==> config.mk <==
export PLATFORM = sky130hd
export DESIGN_NAME = afifo_rd_stream
export DESIGN_NICKNAME = d
export VERILOG_FILES = /design/src/rtl/afifo_pkg.sv /design/src/rtl/afifo_rd_stream.sv
export SDC_FILE = /design/constraint.sdc
export NUM_CORES = 1
export LEC_CHECK = 0
export CAP_MARGIN = 20
export CORE_MARGIN = 2
export CORE_UTILIZATION = 49
export CTS_CLUSTER_SIZE = 24
export DETAILED_ROUTE_END_ITERATION = 12
export GPL_ROUTABILITY_DRIVEN = 1
export GPL_TIMING_DRIVEN = 1
export PLACE_DENSITY = 0.79
export REMOVE_ABC_BUFFERS = 1
export SYNTH_ARGS = -nofsm -noshare
export SYNTH_HDL_FRONTEND = slang
export SYNTH_SLANG_ARGS = --single-unit
==> constraint.sdc <==
create_clock -name rclk -period 2.3 [get_ports rclk]
set_input_delay 0.345 -clock rclk [delete_from_list [all_inputs] [get_ports rclk]]
set_output_delay 0.345 -clock rclk [all_outputs]
set_load 0.01 [all_outputs]
==> src/rtl/afifo_pkg.sv <==
// Shared definitions for the async-FIFO read-side helpers.
package afifo_pkg;

  localparam int XFER_CNT_W = 16;

  typedef enum logic [1:0] {
    OCC0 = 2'd0,
    OCC1 = 2'd1,
    OCC2 = 2'd2
  } occ_state_t;

endpackage

==> src/rtl/afifo_rd_stream.sv <==
// Turns the read side of an async FIFO into a valid/ready stream via a
// 2-entry skid buffer, so the pop decision never waits on a registered m_ready.
module afifo_rd_stream
  import afifo_pkg::*;
#(
  parameter int DW = 8
) (
  input  logic                  rclk,
  input  logic                  rrstn,
  input  logic                  fifo_rempty,
  input  logic [DW-1:0]         fifo_rdata,
  output logic                  fifo_rden,
  input  logic                  flush,
  output logic                  m_valid,
  input  logic                  m_ready,
  output logic [DW-1:0]         m_data,
  output logic [1:0]            occ,
  output logic [XFER_CNT_W-1:0] xfer_cnt
);

  occ_state_t    state;
  occ_state_t    state_nxt;
  logic [DW-1:0] head;
  logic [DW-1:0] tail;
  logic          out_pop;

  assign out_pop = (state != OCC0) & m_ready;

  always_ff @(posedge rclk) begin
    if (!rrstn) begin
      state <= OCC0;
    end else begin
      state <= state_nxt;
    end
  end

  always_comb begin
    state_nxt = state;
    if (flush) begin
      state_nxt = OCC0;
    end else begin
      case (state)
        OCC0: if (fifo_rden) state_nxt = OCC1;
        OCC1: begin
          if (fifo_rden && !out_pop) state_nxt = OCC2;
          else if (!fifo_rden && out_pop) state_nxt = OCC0;
        end
        OCC2: if (out_pop && !fifo_rden) state_nxt = OCC1;
        default: state_nxt = OCC0;
      endcase
    end
  end

  // Popping while full is allowed when the head leaves on the same edge.
  always_comb begin
    m_valid   = (state != OCC0);
    occ       = state;
    fifo_rden = rrstn & ~fifo_rempty & ~flush & ((state != OCC2) | out_pop);
  end

  always_ff @(posedge rclk) begin
    if (!rrstn) begin
      head <= '0;
      tail <= '0;
    end else if (!flush) begin
      case (state)
        OCC0: if (fifo_rden) head <= fifo_rdata;
        OCC1: begin
          if (fifo_rden) begin
            if (out_pop) head <= fifo_rdata;
            else         tail <= fifo_rdata;
          end
        end
        OCC2: begin
          if (out_pop) begin
            head <= tail;
            if (fifo_rden) tail <= fifo_rdata;
          end
        end
        default: ;
      endcase
    end
  end

  // Flush cancels any transfer on its edge; the counter survives flush.
  always_ff @(posedge rclk) begin
    if (!rrstn) begin
      xfer_cnt <= '0;
    end else if (out_pop && !flush && (xfer_cnt != {XFER_CNT_W{1'b1}})) begin
      xfer_cnt <= xfer_cnt + 1'b1;
    end
  end

  assign m_data = head;

endmodule
==> out/metrics.yaml, run 1 <==
worst_setup_path:
  cp.required_ns: 1.96
  worstPathMaxFanout: 2
  start_kind: "input port"
  arrival_ns: 1.88
  rr_startpoint: "xfer_cnt[0]$_SDFFE_PN0P_"
  worstSetupEndpointType: "output pin"
  worst-setup-path-type: "input port to output pin"
  startpoint: "rrstn"
die:
  area_enclosed_by_the_die_boundary_um2: 3941
  die_height_um: 62.78
  die_w_um: 62.78
  effective_utilization_at_floorplan: 0.5073
  design.portCount: 41
  std_cell_rows: 21
  coreArea_um2: 3337
routing:
  detail-route-antenna-nets: 0
  drtPass1Iterations: 4
  ratio_of_routed_vias_to_standard_cells: 5.832
  wl_um: 4054
  first_iter_violations: 118
  avgRoutedWirePerCell_um: 13.65
  drc: 0
  routed-via-count: 1732
cells_and_area:
  final_design_area_no_fill_um2: 2250
  num-nets-final: 265
  drive_gt1_frac: 0.1036
  diodes: 0
  layout.cells.most_common_list: "sky130_fd_sc_hd__clkdlybuf4s50_1 (40), sky130_fd_sc_hd__dfxtp_1 (34), sky130_fd_sc_hd__nand2_1 (27)"
  syn2layout_area_growth_pct: 32.89
  most_common_library_cell_in_the_layout_ignoring_fill_and_taps: "sky130_fd_sc_hd__clkdlybuf4s50_1"
power_and_ir_drop:
  post-layout-total-power_mw: 1.053
  irDropWorstVdd_mv: 0.3440
  leakagePower_nw: 0.7993
  powerDensity_nw_per_um2: 468.0
grt:
  grt_pass1_vias: 1570
  grt_start_max_net_pins: 25
  gr-usage-all-layers: 0.2148
  grt_antenna_before_repair: 0
  grt_pass1_wl_um: 6796
  gr-total-overflow: 0
clock_network:
  ctsHoldBuffers: 0
  clock_tree_from_tritoncts: "built"
  insertion_delay_ns: 0.35
  cts_htree_levels: 2
  total_cts_buffers: 5
  root_buffer: "sky130_fd_sc_hd__clkbuf_4"
  cts.sinks: 34
  cts_resized: 0
  max-clock-path-buffers: 2
  clock_pin_slew_on_the_worst_setup_and_hold_paths_ns: 0.10
  post_cts_setup_inserts: 0
synth:
  ys.flop_type: "sky130_fd_sc_hd__dfxtp_1"
  cell_area_after_technology_mapping_um2: 1693
  synth-edff-count: 0
  synthesis_stage_register_bit_count: 34
  synth-simple-area-share: 0.2661
  synth.area.mux_share: 0.06504
  synth_largest_area_cell: "sky130_fd_sc_hd__dfxtp_1"
  ys_async_sr_fraction: 0
  yosysTopAreaCellShare: 0.4021
  yosys.cell_types.count: 40
  synth_seq_area_share: 0.4021
  dominant_combinational_cell_family_by_area_after_synthesis: "simple AND/OR/NAND/NOR gates"
  synth.avg_cell_area_um2: 8.381
  count_of_mapped_cells_out_of_synthesis: 202
  synth_xor_area_frac: 0
  ys.warnings.count: 0
  post_synth_fa_ha_maj_area_fraction: 0.01478
  post_synth_main_area_contributors: "sky130_fd_sc_hd__dfxtp_1 (40%), sky130_fd_sc_hd__mux2i_1 (6.5%), sky130_fd_sc_hd__nand2_1 (6.0%), sky130_fd_sc_hd__a21oi_1 (4.7%), sky130_fd_sc_hd__a211o_1 (4.1%)"
  complex_gate_fraction_of_the_synthesized_area: 0.2173
placement:
  place.gp.congestion: 0.8688
  place_area_um2: 2190
  port_buffers: 40
  dp_hpwl_um: 2787
  preCtsSetupSlack_ns: 0.01925
sta:
  grt_setup_unrepaired: "no"
  setup_viol: 0
  hold_viol: 0
  min_period_over_period: 0.9695
  timing_max_transition_violations_final: 0
  tightest_slew_ns: 0.6409
  fin_skew_ns: 0.005778
  slew_headroom: 0.5719
  maxClockFrequency_ghz: 0.4485
  minimum_period_implied_by_the_final_worst_setup_slack_ns: 2.230
  fin_tns_setup_ns: 0
  setup_ws_ns: 0.07018
run_status:
  result_of_the_run: "finished, final reports clean"
hold_path:
  min-delay-path-class: "flop to flop"
  min_from: "m_data[1]$_SDFFE_PN0P_"
job:
  max_cap_viol_count: 0
==> flip-flops by register name (all words and copies together) (netlist names) <==
| register | flops |
|---|---|
| xfer_cnt | 16 |
| occ | 2 |
| m_data | 8 |
| tail | 8 |
==> worst paths after layout <==
path,end,slack [ns],cells after the start
setup / recovery,fifo_rden,0.07,4
hold / removal,m_data[1]$_SDFFE_PN0P_,0.48,2
setup reg to reg,xfer_cnt[8]$_SDFFE_PN0P_,0.36,5
hold reg to reg,m_data[1]$_SDFFE_PN0P_,0.48,2
==> final cells by class <==
class                      instances  area (µm²)
tap                               46       57.56
clock buffer                       7       55.05
fill                             291        1087
inverter                           2       7.507
clock inverter                     1       5.005
multi-input combinational        155       953.4
sequential                        34       680.7
timing repair buffer              52       490.5
==> layer usage <==
metal / routed length, µm / GRT usage / vias up / share of wire
met2: 1866 / 0.3669 / 63 / 0.46
li1: - / - / 856 / -
met5: 0 / 0 / - / 0
met3: 262 / 0.05405 / 9 / 0.065
met1: 1867 / 0.2588 / 804 / 0.46
met4: 57 / 0.08333 / 0 / 0.014
==> critical path, stage by stage <==
cell and delay (ns):
sky130_fd_sc_hd__clkdlybuf4s50_1 0.52, sky130_fd_sc_hd__nor3b_1 0.29, sky130_fd_sc_hd__o21a_1 0.19, sky130_fd_sc_hd__clkdlybuf4s50_1 0.54
==> cells by family (layout without fill, tap and decap cells) <==
group	count (synthesis)	in the layout
compound gates	55	55
fa+ha+maj	2	2
buf+inv	13	62
flops	34	34
mux	11	11
simple gates	87	87
==> report_power, final <==
| group | switching (mW) | internal (mW) | leakage (nW) |
|---|---|---|---|
| logic | 0.0480 | 0.0515 | 0.489 |
| registers | 0.00510 | 0.595 | 0.275 |
| clock network | 0.205 | 0.148 | 0.0353 |
==> through the flow <==
step,hold WS (ns),util,instances
after global placement,0.4633,0.6562,289
final,0.4838,0.6742,297
after global routing,0.5078,0.6742,297
after CTS,0.4829,0.6742,297
after floorplan,0.4219,-,191
after detailed placement,0.4659,0.6562,289
==> synth_stat cells, types with 3 or more instances <==
cell / count
sky130_fd_sc_hd__nor2_1: 13
sky130_fd_sc_hd__a21oi_1: 16
sky130_fd_sc_hd__clkbuf_1: 8
sky130_fd_sc_hd__o31ai_1: 5
sky130_fd_sc_hd__nor3_1: 11
sky130_fd_sc_hd__nand2_1: 27
sky130_fd_sc_hd__or4_1: 5
sky130_fd_sc_hd__a211o_1: 8
sky130_fd_sc_hd__dfxtp_1: 34
sky130_fd_sc_hd__o21ai_0: 11
sky130_fd_sc_hd__mux2i_1: 11
sky130_fd_sc_hd__nor3b_1: 3
sky130_fd_sc_hd__nand4_1: 5
sky130_fd_sc_hd__a31oi_1: 3
sky130_fd_sc_hd__nor4_1: 4
sky130_fd_sc_hd__nand3_1: 6
sky130_fd_sc_hd__nand2b_1: 3
(Power assumes the default switching activity.)
==> run 2, diff against run 1 <==
--- a/config.mk
+++ b/config.mk
@@ -7,12 +7,13 @@
 export LEC_CHECK = 0
 export CAP_MARGIN = 20
 export CORE_MARGIN = 2
-export CORE_UTILIZATION = 49
+export CORE_UTILIZATION = 56
 export CTS_CLUSTER_SIZE = 24
 export DETAILED_ROUTE_END_ITERATION = 12
+export DONT_BUFFER_PORTS = 1
 export GPL_ROUTABILITY_DRIVEN = 1
 export GPL_TIMING_DRIVEN = 1
-export PLACE_DENSITY = 0.79
+export PLACE_DENSITY = 0.74
 export REMOVE_ABC_BUFFERS = 1
 export SYNTH_ARGS = -nofsm -noshare
 export SYNTH_HDL_FRONTEND = slang
==> constraint.sdc (replaced) <==
create_clock -name rclk -period 2 [get_ports rclk]
set_input_delay 0.3 -clock rclk [delete_from_list [all_inputs] [get_ports rclk]]
set_output_delay 0.3 -clock rclk [all_outputs]
set_load 0.01 [all_outputs]
==> out/metrics.yaml, run 2 (synthesized netlist as in run 1, its figures left out) <==
run_status:
  result_of_the_run: "finished, violations left"
  violations: "DRC"
sta:
  slew_headroom: 0.6086  # +0.03678
  minimum_period_implied_by_the_final_worst_setup_slack_ns: 1.899
  fin_skew_ns: 0.009922  # +0.004145 ns
  min_period_over_period: 0.9494
  grt_setup_unrepaired: "no"
  setup_ws_ns: 0.1013  # +0.03110 ns
  tightest_slew_ns: 0.5797  # -0.06120 ns
  hold_viol: 0  # unchanged
  fin_tns_setup_ns: 0  # unchanged
  timing_max_transition_violations_final: 0  # unchanged
  setup_viol: 0  # unchanged
  maxClockFrequency_ghz: 0.5267
routing:
  detail-route-antenna-nets: 0  # unchanged
  drtPass1Iterations: 8  # +4
  avgRoutedWirePerCell_um: 16.76  # +23%
  ratio_of_routed_vias_to_standard_cells: 6.577  # +13%
  wl_um: 4124  # +1.7%
  first_iter_violations: 113  # -4.2%
  drc: 1  # +1
  routed-via-count: 1618  # -6.6%
hold_path:
  whs_path_depth: 1  # -1
  worstHoldEndpoint: "occ[0]$_SDFFE_PP0P_"
  min_from: "flush"
  min-delay-path-class: "input port to flop"
clock_network:
  total_cts_buffers: 5  # unchanged
  max-clock-path-buffers: 2  # unchanged
  post_cts_setup_inserts: 0  # unchanged
  ctsHoldBuffers: 0  # unchanged
  root_buffer: "sky130_fd_sc_hd__clkbuf_4"
  clock_pin_slew_on_the_worst_setup_and_hold_paths_ns: 0.10  # about the same
  cts_resized: 0  # unchanged
  clock_tree_from_tritoncts: "built"
  insertion_delay_ns: 0.34  # about the same
  cts.sinks: 34  # unchanged
  cts_htree_levels: 2  # unchanged
die:
  area_enclosed_by_the_die_boundary_um2: 3479  # -12%
  coreArea_um2: 2805  # -16%
  std_cell_rows: 19  # -9.5%
  effective_utilization_at_floorplan: 0.6035  # +0.09617
  design.portCount: 41  # unchanged
  die_height_um: 58.98  # -6.0%
  die_w_um: 58.98  # -6.0%
cells_and_area:
  drive_gt1_frac: 0.1488  # +0.04525
  most_common_library_cell_in_the_layout_ignoring_fill_and_taps: "sky130_fd_sc_hd__dfxtp_1"
  syn2layout_area_growth_pct: 9.904
  final_design_area_no_fill_um2: 1861  # -17%
  num-nets-final: 230  # -13%
  regMostFlops: "xfer_cnt"
  diodes: 0  # unchanged
  largest_reg_flops: 16  # unchanged
  fillerInstances: 259  # -11%
  layout.cells.most_common_list: "sky130_fd_sc_hd__dfxtp_1 (34), sky130_fd_sc_hd__nand2_1 (27), sky130_fd_sc_hd__buf_4 (17)"
grt:
  gr-total-overflow: 0  # unchanged
  grt_pass1_vias: 1477  # -5.9%
  grt_start_max_net_pins: 26  # +4.0%
  grt_pass1_wl_um: 6624  # -2.5%
  grt_antenna_before_repair: 0  # unchanged
  gr-usage-all-layers: 0.2507  # +0.03591
placement:
  port_buffers: 0  # -100%
  place.gp.congestion: 0.8785  # +1.1%
  preCtsSetupSlack_ns: 0.1190  # +0.09975 ns
  dp_hpwl_um: 2908  # +4.3%
  place_area_um2: 1808  # -17%
worst_setup_path:
  rr_startpoint: "xfer_cnt[1]$_SDFFE_PN0P_"
  rr_worst_depth: 5  # unchanged
  r2r_setup_slack_ns: 0.10  # -0.26 ns
  worst-setup-path-type: "flop to flop"
  worstPathMaxFanout: 12  # +10
  worstPathCellList: "ha_1, nand2_1, or3_4, or4_1, a21oi_1"
  worstSetupEndpointType: "flop"
  arrival_ns: 2.16  # +0.28 ns
  start_kind: "flop"
  critPathSlowestCell: "sky130_fd_sc_hd__or4_1"
  largest_stage_delay_on_the_critical_path_ns: 0.52  # -0.02 ns
  critical_path.reg2reg.endpoint: "xfer_cnt[8]$_SDFFE_PN0P_"
  cp.required_ns: 2.26  # +0.30 ns
job:
  max_cap_viol_count: 0  # unchanged
power_and_ir_drop:
  irDropWorstVdd_mv: 0.4195  # +22%
  powerDensity_nw_per_um2: 588.8  # +26%
  leakagePower_nw: 0.6800  # -15%
[run 2: cell count changes in the layout (fill, tap and decap cells not counted)]
cell                              before  now
sky130_fd_sc_hd__clkinv_2              1    2
sky130_fd_sc_hd__clkbuf_1              1    0
sky130_fd_sc_hd__buf_4                12   17
sky130_fd_sc_hd__nand3_1               6    5
sky130_fd_sc_hd__nand3_2               0    1
sky130_fd_sc_hd__clkdlybuf4s50_1      40    0
sky130_fd_sc_hd__clkbuf_8              1    0
[run 2: layer usage]
layer | GRT usage | share of wire | vias to the layer above
met2 | 0.4587 | 0.52 | 66
li1 | - | - | 784
met4 | 0.07792 | 0.010 | 0
met1 | 0.2627 | 0.39 | 762
met3 | 0.09607 | 0.082 | 6
met5 | 0 | 0 | -
[run 2: per-stage QoR]
stage | utilization | hold slack (ns) | std cells | total power [mW]
6_report | 0.6632 | 0.04183 | 246 | 1.096
5_1_grt | 0.6632 | 0.01388 | 246 | 1.149
4_1_cts | 0.6615 | 0.03041 | 246 | 1.104
3_5_place_dp | 0.6445 | 0.3853 | 239 | 0.7653
3_3_place_gp | 0.6445 | 0.3818 | 239 | 0.7613
2_1_floorplan | - | 0.3769 | 191 | 0.7457
[run 2: critical path: cells and delay by family (launching register included)]
kind | cells | cell delay, ns
compound gates | 1 | 0.16
fa+ha+maj | 1 | 0.23
simple gates | 3 | 1.01
flops | 1 | 0.44
[run 2: power breakdown]
part	internal, mW	switching (mW)
Sequential	0.684	0.00720
Combinational	0.0246	0.0342
Clock	0.126	0.219
Total	0.835	0.261
[run 2: layout make-up]
| cell class | count | area, µm² | share of cell area |
|---|---|---|---|
| Clock buffer | 5 | 37.54 | 0.02017 |
| Multi-Input combinational cell | 155 | 958.4 | 0.5151 |
| Tap cell | 31 | 38.79 | 0.02085 |
| Sequential cell | 34 | 680.7 | 0.3658 |
| Timing Repair Buffer | 17 | 127.6 | 0.06859 |
| Inverter | 2 | 7.507 | 0.004035 |
| Clock inverter | 2 | 10.01 | 0.005380 |
[run 2: worst max-delay path by stage]
stage / from / endpoint / slack [ns] / cells after the start
global placement: xfer_cnt[1]$_SDFFE_PN0P_ / xfer_cnt[8]$_SDFFE_PN0P_ / 0.18 / 5
floorplan: occ[1]$_SDFFE_PP0P_ / occ[1]$_SDFFE_PP0P_ / 0.12 / 6
global route: xfer_cnt[1]$_SDFFE_PN0P_ / xfer_cnt[8]$_SDFFE_PN0P_ / 0.02 / 5
CTS: xfer_cnt[1]$_SDFFE_PN0P_ / xfer_cnt[8]$_SDFFE_PN0P_ / 0.10 / 5
detailed placement: xfer_cnt[1]$_SDFFE_PN0P_ / xfer_cnt[8]$_SDFFE_PN0P_ / 0.12 / 5
finish: xfer_cnt[1]$_SDFFE_PN0P_ / xfer_cnt[8]$_SDFFE_PN0P_ / 0.10 / 5
==> run 3, diff against run 2 <==
--- a/config.mk
+++ b/config.mk
@@ -8,6 +8,7 @@
 export CAP_MARGIN = 20
 export CORE_MARGIN = 2
 export CORE_UTILIZATION = 56
+export CTS_CLUSTER_DIAMETER = 40
 export CTS_CLUSTER_SIZE = 24
 export DETAILED_ROUTE_END_ITERATION = 12
 export DONT_BUFFER_PORTS = 1
==> results of run 3 <==
Same layout as run 2: the final DEF is identical, and so are final timing and power.
